### config.mk
export PLATFORM = sky130hd
export DESIGN_NAME = bulls_cows_engine
export DESIGN_NICKNAME = d
export VERILOG_FILES = /design/src/rtl/bc_pkg.sv /design/src/rtl/bc_entry_buffer.sv /design/src/rtl/bulls_cows_engine.sv
export SDC_FILE = /design/constraint.sdc
export NUM_CORES = 1
export LEC_CHECK = 0
export CORE_ASPECT_RATIO = 0.9
export CORE_MARGIN = 1
export CORE_UTILIZATION = 50
export CTS_CLUSTER_DIAMETER = 200
export CTS_CLUSTER_SIZE = 16
export DETAILED_ROUTE_END_ITERATION = 8
export PLACE_DENSITY_LB_ADDON = 0.12
export SETUP_SLACK_MARGIN = 0.15
export SLEW_MARGIN = 30
export SYNTH_ARGS = -nofsm -noshare
export SYNTH_HDL_FRONTEND = slang
export SYNTH_HIERARCHICAL = 1
export SYNTH_SLANG_ARGS = --single-unit
### constraint.sdc
create_clock -name clk -period 5.2 [get_ports clk]
set_clock_uncertainty 0.15 [all_clocks]
set_input_delay 1.04 -clock clk [delete_from_list [all_inputs] [get_ports clk]]
set_output_delay 1.04 -clock clk [all_outputs]
set_load 0.005 [all_outputs]
### src/rtl/bc_pkg.sv
// Shared definitions for the Bulls-and-Cows engine: key codes, game states
// and the counter-width helper used to size port widths.
package bc_pkg;

    localparam logic [3:0] KEY_BS    = 4'd10;
    localparam logic [3:0] KEY_ENTER = 4'd11;

    typedef enum logic [2:0] {
        ST_IDLE,
        ST_ENTRY,
        ST_SCORE,
        ST_WON,
        ST_LOST
    } state_t;

    // Bits needed to hold a count from 0 to n inclusive.
    function automatic int count_width(input int n);
        return $clog2(n + 1);
    endfunction

endpackage

### src/rtl/bc_entry_buffer.sv
// Guess entry buffer: left-justified digit store with backspace, entry count
// and a repeated-digit detector over the full buffer.
module bc_entry_buffer
    import bc_pkg::*;
#(
    parameter  int NUM_DIGITS = 4,
    localparam int CW         = count_width(NUM_DIGITS)
) (
    input  logic                    clk,
    input  logic                    rst,
    input  logic                    clear,
    input  logic                    push,
    input  logic [3:0]              push_digit,
    input  logic                    pop,
    output logic [4*NUM_DIGITS-1:0] guess,
    output logic [CW-1:0]           digit_cnt,
    output logic                    full,
    output logic                    has_dup
);

    logic [4*NUM_DIGITS-1:0] buf_q, buf_d;
    logic [CW-1:0]           cnt_q, cnt_d;

    assign full      = (cnt_q == CW'(NUM_DIGITS));
    assign guess     = buf_q;
    assign digit_cnt = cnt_q;

    always_comb begin
        // NOTE: every comb-assigned signal gets a default first so no path leaves it unassigned (no latch).
        buf_d = buf_q;
        cnt_d = cnt_q;
        if (clear) begin
            buf_d = '0;
            cnt_d = '0;
        end else if (push && !full) begin
            for (int p = 0; p < NUM_DIGITS; p++) begin
                if (cnt_q == CW'(p)) buf_d[4*(NUM_DIGITS-1-p) +: 4] = push_digit;
            end
            cnt_d = cnt_q + CW'(1);
        end else if (pop && cnt_q != '0) begin
            for (int p = 0; p < NUM_DIGITS; p++) begin
                if (cnt_q == CW'(p + 1)) buf_d[4*(NUM_DIGITS-1-p) +: 4] = 4'd0;
            end
            cnt_d = cnt_q - CW'(1);
        end
    end

    always_comb begin
        has_dup = 1'b0;
        for (int i = 0; i < NUM_DIGITS; i++) begin
            for (int j = i + 1; j < NUM_DIGITS; j++) begin
                if (buf_q[4*i +: 4] == buf_q[4*j +: 4]) has_dup = 1'b1;
            end
        end
    end

    // NOTE: registers use non-blocking assignments so every flop samples pre-edge values.
    always_ff @(posedge clk) begin
        if (rst) begin
            buf_q <= '0;
            cnt_q <= '0;
        end else begin
            buf_q <= buf_d;
            cnt_q <= cnt_d;
        end
    end

endmodule

### src/rtl/bulls_cows_engine.sv
// Bulls-and-Cows game engine: keypad entry, one-position-per-cycle strike/ball
// scoring, attempt counting and win/lose outcome.
module bulls_cows_engine
    import bc_pkg::*;
#(
    parameter  int NUM_DIGITS = 4,
    parameter  int MAX_TRIES  = 10,
    parameter  bit ALLOW_DUP  = 1'b0,
    localparam int CW         = count_width(NUM_DIGITS),
    localparam int TW         = count_width(MAX_TRIES)
) (
    input  logic                    clk,
    input  logic                    rst,
    input  logic                    key_valid,
    input  logic [3:0]              key_code,
    input  logic                    new_game,
    input  logic [4*NUM_DIGITS-1:0] answer,
    output logic [4*NUM_DIGITS-1:0] guess,
    output logic [CW-1:0]           digit_cnt,
    output logic [CW-1:0]           strike,
    output logic [CW-1:0]           ball,
    output logic                    result_valid,
    output logic                    dup_err,
    output logic                    answer_err,
    output logic [TW-1:0]           tries_used,
    output logic                    busy,
    output logic                    win,
    output logic                    lose
);

    state_t                  state_q, state_d;
    logic [4*NUM_DIGITS-1:0] ans_q, ans_d;
    logic [CW-1:0]           idx_q, idx_d;
    logic [CW-1:0]           s_acc_q, s_acc_d, b_acc_q, b_acc_d;
    logic [CW-1:0]           strike_q, strike_d, ball_q, ball_d;
    logic [TW-1:0]           tries_q, tries_d;
    logic                    result_valid_q, result_valid_d;
    logic                    dup_err_q, dup_err_d;
    logic                    answer_err_q, answer_err_d;

    logic                    answer_ok;
    logic                    in_entry, key_digit, key_bs, key_enter;
    logic                    buf_push, buf_pop, buf_clear, buf_full, buf_dup;
    logic                    enter_full, dup_reject, start_score, score_last;
    logic [3:0]              cur_g, cur_a;
    logic                    strike_hit, ball_hit, in_other;
    logic [CW-1:0]           s_next, b_next;
    logic [TW-1:0]           tries_inc;

    always_comb begin
        answer_ok = 1'b1;
        for (int p = 0; p < NUM_DIGITS; p++) begin
            if (answer[4*p +: 4] > 4'd9) answer_ok = 1'b0;
        end
    end

    // new_game overrides everything, so entry-side actions are all masked by it.
    assign in_entry    = (state_q == ST_ENTRY) && !new_game;
    assign key_digit   = key_valid && (key_code <= 4'd9);
    assign key_bs      = key_valid && (key_code == KEY_BS);
    assign key_enter   = key_valid && (key_code == KEY_ENTER);
    assign buf_push    = in_entry && key_digit;
    assign buf_pop     = in_entry && key_bs;
    assign enter_full  = in_entry && key_enter && buf_full;
    assign dup_reject  = enter_full && !ALLOW_DUP && buf_dup;
    assign start_score = enter_full && !dup_reject;
    assign score_last  = (state_q == ST_SCORE) && (idx_q == CW'(NUM_DIGITS - 1));
    assign buf_clear   = new_game || dup_reject || score_last;

    bc_entry_buffer #(
        .NUM_DIGITS (NUM_DIGITS)
    ) u_entry (
        .clk        (clk),
        .rst        (rst),
        .clear      (buf_clear),
        .push       (buf_push),
        .push_digit (key_code),
        .pop        (buf_pop),
        .guess      (guess),
        .digit_cnt  (digit_cnt),
        .full       (buf_full),
        .has_dup    (buf_dup)
    );

    // Per-position compare for the digit currently being scored.
    always_comb begin
        cur_g    = 4'd0;
        cur_a    = 4'd0;
        in_other = 1'b0;
        for (int p = 0; p < NUM_DIGITS; p++) begin
            if (idx_q == CW'(p)) begin
                cur_g = guess[4*(NUM_DIGITS-1-p) +: 4];
                cur_a = ans_q[4*(NUM_DIGITS-1-p) +: 4];
            end
        end
        for (int j = 0; j < NUM_DIGITS; j++) begin
            if (idx_q != CW'(j) && ans_q[4*(NUM_DIGITS-1-j) +: 4] == cur_g) in_other = 1'b1;
        end
    end

    assign strike_hit = (cur_g == cur_a);
    assign ball_hit   = !strike_hit && in_other;
    assign s_next     = s_acc_q + CW'(strike_hit);
    assign b_next     = b_acc_q + CW'(ball_hit);
    assign tries_inc  = tries_q + TW'(1);

    always_ff @(posedge clk) begin
        if (rst) state_q <= ST_IDLE;
        else     state_q <= state_d;
    end

    always_comb begin
        state_d = state_q;
        if (new_game) begin
            state_d = answer_ok ? ST_ENTRY : ST_IDLE;
        end else begin
            case (state_q)
                ST_ENTRY: if (start_score) state_d = ST_SCORE;
                ST_SCORE: begin
                    if (score_last) begin
                        if (s_next == CW'(NUM_DIGITS))          state_d = ST_WON;
                        else if (tries_inc == TW'(MAX_TRIES))   state_d = ST_LOST;
                        else                                    state_d = ST_ENTRY;
                    end
                end
                default: state_d = state_q;
            endcase
        end
    end

    always_comb begin
        busy = (state_q == ST_SCORE);
        win  = (state_q == ST_WON);
        lose = (state_q == ST_LOST);
    end

    always_comb begin
        ans_d          = ans_q;
        idx_d          = idx_q;
        s_acc_d        = s_acc_q;
        b_acc_d        = b_acc_q;
        strike_d       = strike_q;
        ball_d         = ball_q;
        tries_d        = tries_q;
        result_valid_d = 1'b0;
        dup_err_d      = 1'b0;
        answer_err_d   = 1'b0;
        if (new_game) begin
            ans_d        = answer_ok ? answer : '0;
            answer_err_d = !answer_ok;
            idx_d        = '0;
            s_acc_d      = '0;
            b_acc_d      = '0;
            strike_d     = '0;
            ball_d       = '0;
            tries_d      = '0;
        end else begin
            if (start_score) begin
                idx_d   = '0;
                s_acc_d = '0;
                b_acc_d = '0;
            end
            if (state_q == ST_SCORE) begin
                idx_d   = idx_q + CW'(1);
                s_acc_d = s_next;
                b_acc_d = b_next;
                if (score_last) begin
                    strike_d       = s_next;
                    ball_d         = b_next;
                    tries_d        = tries_inc;
                    result_valid_d = 1'b1;
                end
            end
            dup_err_d = dup_reject;
        end
    end

    always_ff @(posedge clk) begin
        if (rst) begin
            ans_q          <= '0;
            idx_q          <= '0;
            s_acc_q        <= '0;
            b_acc_q        <= '0;
            strike_q       <= '0;
            ball_q         <= '0;
            tries_q        <= '0;
            result_valid_q <= 1'b0;
            dup_err_q      <= 1'b0;
            answer_err_q   <= 1'b0;
        end else begin
            ans_q          <= ans_d;
            idx_q          <= idx_d;
            s_acc_q        <= s_acc_d;
            b_acc_q        <= b_acc_d;
            strike_q       <= strike_d;
            ball_q         <= ball_d;
            tries_q        <= tries_d;
            result_valid_q <= result_valid_d;
            dup_err_q      <= dup_err_d;
            answer_err_q   <= answer_err_d;
        end
    end

    assign strike       = strike_q;
    assign ball         = ball_q;
    assign tries_used   = tries_q;
    assign result_valid = result_valid_q;
    assign dup_err      = dup_err_q;
    assign answer_err   = answer_err_q;

endmodule

==> metrics <==
outcome=complete, no violations; Post-DP HPWL=7370 µm; pin count of the biggest net entering global routing=29; WP buf/inv=2; hold path cells=2; largest cells by area after synthesis=dfxtp_1, xnor2_1, ha_1; ys async rst share=0%; Multi-input gate area=2290 µm²; Iter 0 DRT Violations=340; Post-Route WL=10200 µm; cells after synthesis=456; R2R depth=16; initial antenna violation count=0; Port-buffer cells=58; Fin Hold WS=307 ps; drt drc=0; Vias/cell=6.11; clk slew on worst S/H paths=80 ps; CP max stage delay=570 ps; Synth top area share=32.6%; Area Overhead vs Synth=23.2%; Die X=92.6 µm; io pins=59; Seq. cell area=1200 µm²; CP top delay family=simple AND/OR/NAND/NOR gates; maximum clock path buffer count=2; DRT Pass-1 Iters=6; Synth Area in Adders=5.76%; placed insts=588; RSZ-0062 raised after global routing=false; routability cong.=0.880; Post-Synth XOR/XNOR Area=9.73%; clk_lat worst skew=350 ps; register-to-register setup slack=880 ps; final hold violations=0; fraction of synthesized area in multiplexers=0.848%; largest family of logic cells by synthesized area=compound AO/OA/AOI/OAI gates; Syn Area/Cell=8.09 µm²; num rows=29; DR WL/cell=16.9 µm; share of cells above drive strength 1=6.07%; Hold Path Sink=ball[0]; Reg-to-Reg End=state_q[0]; vias in the first global route=3329; complex-gate fraction of the synthesized area=22.9%; hold_buf cts=0; Worst Path Arrival=4430 ps; Worst path slowest cell=nor4_1; Worst Hold Launch=ball[0]; Tcrit/Tclk final=83.1%; Fmax=232 MHz; Net count, final=547; WP data required=5310 ps; Synth area leader=dfxtp_1; die span in y=83.5 µm; Main synth FF type=dfxtp_1; kind of end point of the critical path=flip-flop; Post-Layout Cell Count=604; Max-Cap Viols=0; Max VDD drop=0.000205 V; setup_tns=0 ps; Max FO, Critical Path=25; CTS tree=yes; Syn Nets=497; Pins Over Slew Limit=0; FILL cells=663; Yosys reg bits=60; HP Class=flip-flop to flip-flop; global-route wire length before repair=16600 µm; worst relative slew slack=44.7%; Synth cell types=57; measured slew at the worst slew-check pin=829 ps; crit-path cells=inv_1 -> ha_1 -> buf_4 -> or2_1 -> a221o_1 -> nand2_1 -> xnor2_1 -> nor4_1 -> ha_1 -> ha_1 -> xnor2_1 -> or3_1 -> and4_1 -> nor3_1 -> a21oi_1 -> a211oi_1; Initial Utilization=51.9%; register area share after synthesis=32.6%; global route overflow=0; PnR worst setup slack=880 ps; Synth Area in Simple Gates=22.9%; Post-synth EDFFs=0; H-tree Lvls=3; Power Density=235 nW/µm²; Lkg Pwr=1.64 nW; crit path time final=4320 ps; Final setup viols=0; startpoint types=flip-flop; remaining antenna violation count=0; post-CTS setup buffers=0; Root Buffer=clkbuf_8; CTS Sinks=60; die area=7730 µm²; pre-CTS setup slack=1030 ps; ANT cells=0; core area=7110 µm²; vias=3690; GRT Util Overall=27.0%; R2R Path Start=idx_q[2]; cell mode on critical path=ha_1; synth warn=6; netlist area before placement=3690 µm²; WS Path Type=flip-flop to flip-flop; cts repair resizes=0; CTS buffer count=9
## Yosys cell counts, drive strengths merged, types with 3 or more instances
cell / number
a22oi: 6
o211ai: 5
or2: 5
nand2: 46
a31oi: 6
and4: 3
xor2: 14
and2: 4
o22ai: 5
clkbuf: 12
nor3b: 3
a32oi: 11
a21oi: 34
o21ai: 23
nand3b: 8
nor2b: 4
a211oi: 8
nor2: 46
nand3: 16
nand4: 10
or3: 3
dfxtp: 60
xnor2: 27
nor4: 4
a211o: 4
nand2b: 5
inv: 20
buf: 11
ha: 17
a22o: 10
## cell families after synthesis
family	count (synthesis)
AND/OR/NAND/NOR	167
AO/OA/AOI/OAI	125
adder cells (fa/ha/maj)	17
buffers and inverters	43
multiplexers	3
XOR/XNOR	41
flip-flops	60
## layer usage
metal | global-route usage [%] | up-vias | wire length (µm)
met5 | 0 | - | 0
met3 | 6.01 | 13 | 712
met1 | 37.4 | 1779 | 4700
met2 | 42.4 | 149 | 4660
li1 | - | 1749 | -
met4 | 6.68 | 0 | 108
## worst max path at each step
stage               startpoint          to  cells past startpoint
finish                idx_q[2]  state_q[0]                     16
global route          idx_q[2]  state_q[0]                     16
CTS                   idx_q[2]  state_q[0]                     15
detailed placement    idx_q[2]  state_q[0]                     15
global placement      idx_q[2]  state_q[0]                     15
floorplan             idx_q[1]  state_q[0]                     14
## through the flow
step	power [mW]	util, %	area [µm²]
after floorplan	0.515	-	3690
after global placement	0.550	60.4	4300
after detailed placement	0.551	60.4	4300
after CTS	1.07	63.9	4540
after global routing	1.10	63.9	4540
final	1.07	63.9	4540
## registers in the layout (all words and copies together) (netlist names)
name and flops:
ans_q 16, strike 3, state_q 3, tries_used 4, b_acc_q 3, idx_q 3, answer_err 1, ball 3
dup_err 1, u_entry/digit_cnt 3, result_valid 1, u_entry/guess 16, s_acc_q 3
## cell type report
class / instances / area share, %
Multi-Input combinational cell: 353 / 50.5
Sequential cell: 60 / 26.4
Timing Repair Buffer: 62 / 13.4
Clock buffer: 9 / 2.73
Clock inverter: 7 / 2.73
Tap cell: 93 / 2.56
Inverter: 20 / 1.65
## cell usage in the layout (no fill, tap or decap), types with 3 or more instances in the layout
cell type	n
dfxtp_1	60
clkdlybuf4s50_1	58
nor2_1	45
nand2_1	44
a21oi_1	34
xnor2_1	27
o21ai_0	20
inv_1	19
ha_1	17
nand3_1	16
xor2_1	14
a32oi_1	11
nand4_1	10
a22o_1	10
clkbuf_8	9
nand3b_1	8
a211oi_1	8
a22oi_1	6
nand2b_1	5
a31oi_1	5
o22ai_1	5
nor2b_1	4
a211o_1	4
nor4_1	4
o211ai_1	4
buf_4	4
and4_1	3
or2_2	3
and2_1	3
nor3b_1	3
or3_1	3
bufinv_16	3
o21ai_1	3
## tightest hold or removal path: stages (launching register included)
cell     delay (ps)
dfxtp_1         310
nand2_1          50
a21oi_1          50
## report_power, final
| part | internal, mW | leakage, nW | total (mW) | switching (mW) |
|---|---|---|---|---|
| clock | 0.321 | 0.120 | 0.525 | 0.204 |
| combinational | 0.0337 | 1.04 | 0.0720 | 0.0384 |
| sequential | 0.464 | 0.484 | 0.470 | 0.00589 |
Power figures use the tool's default switching activity.
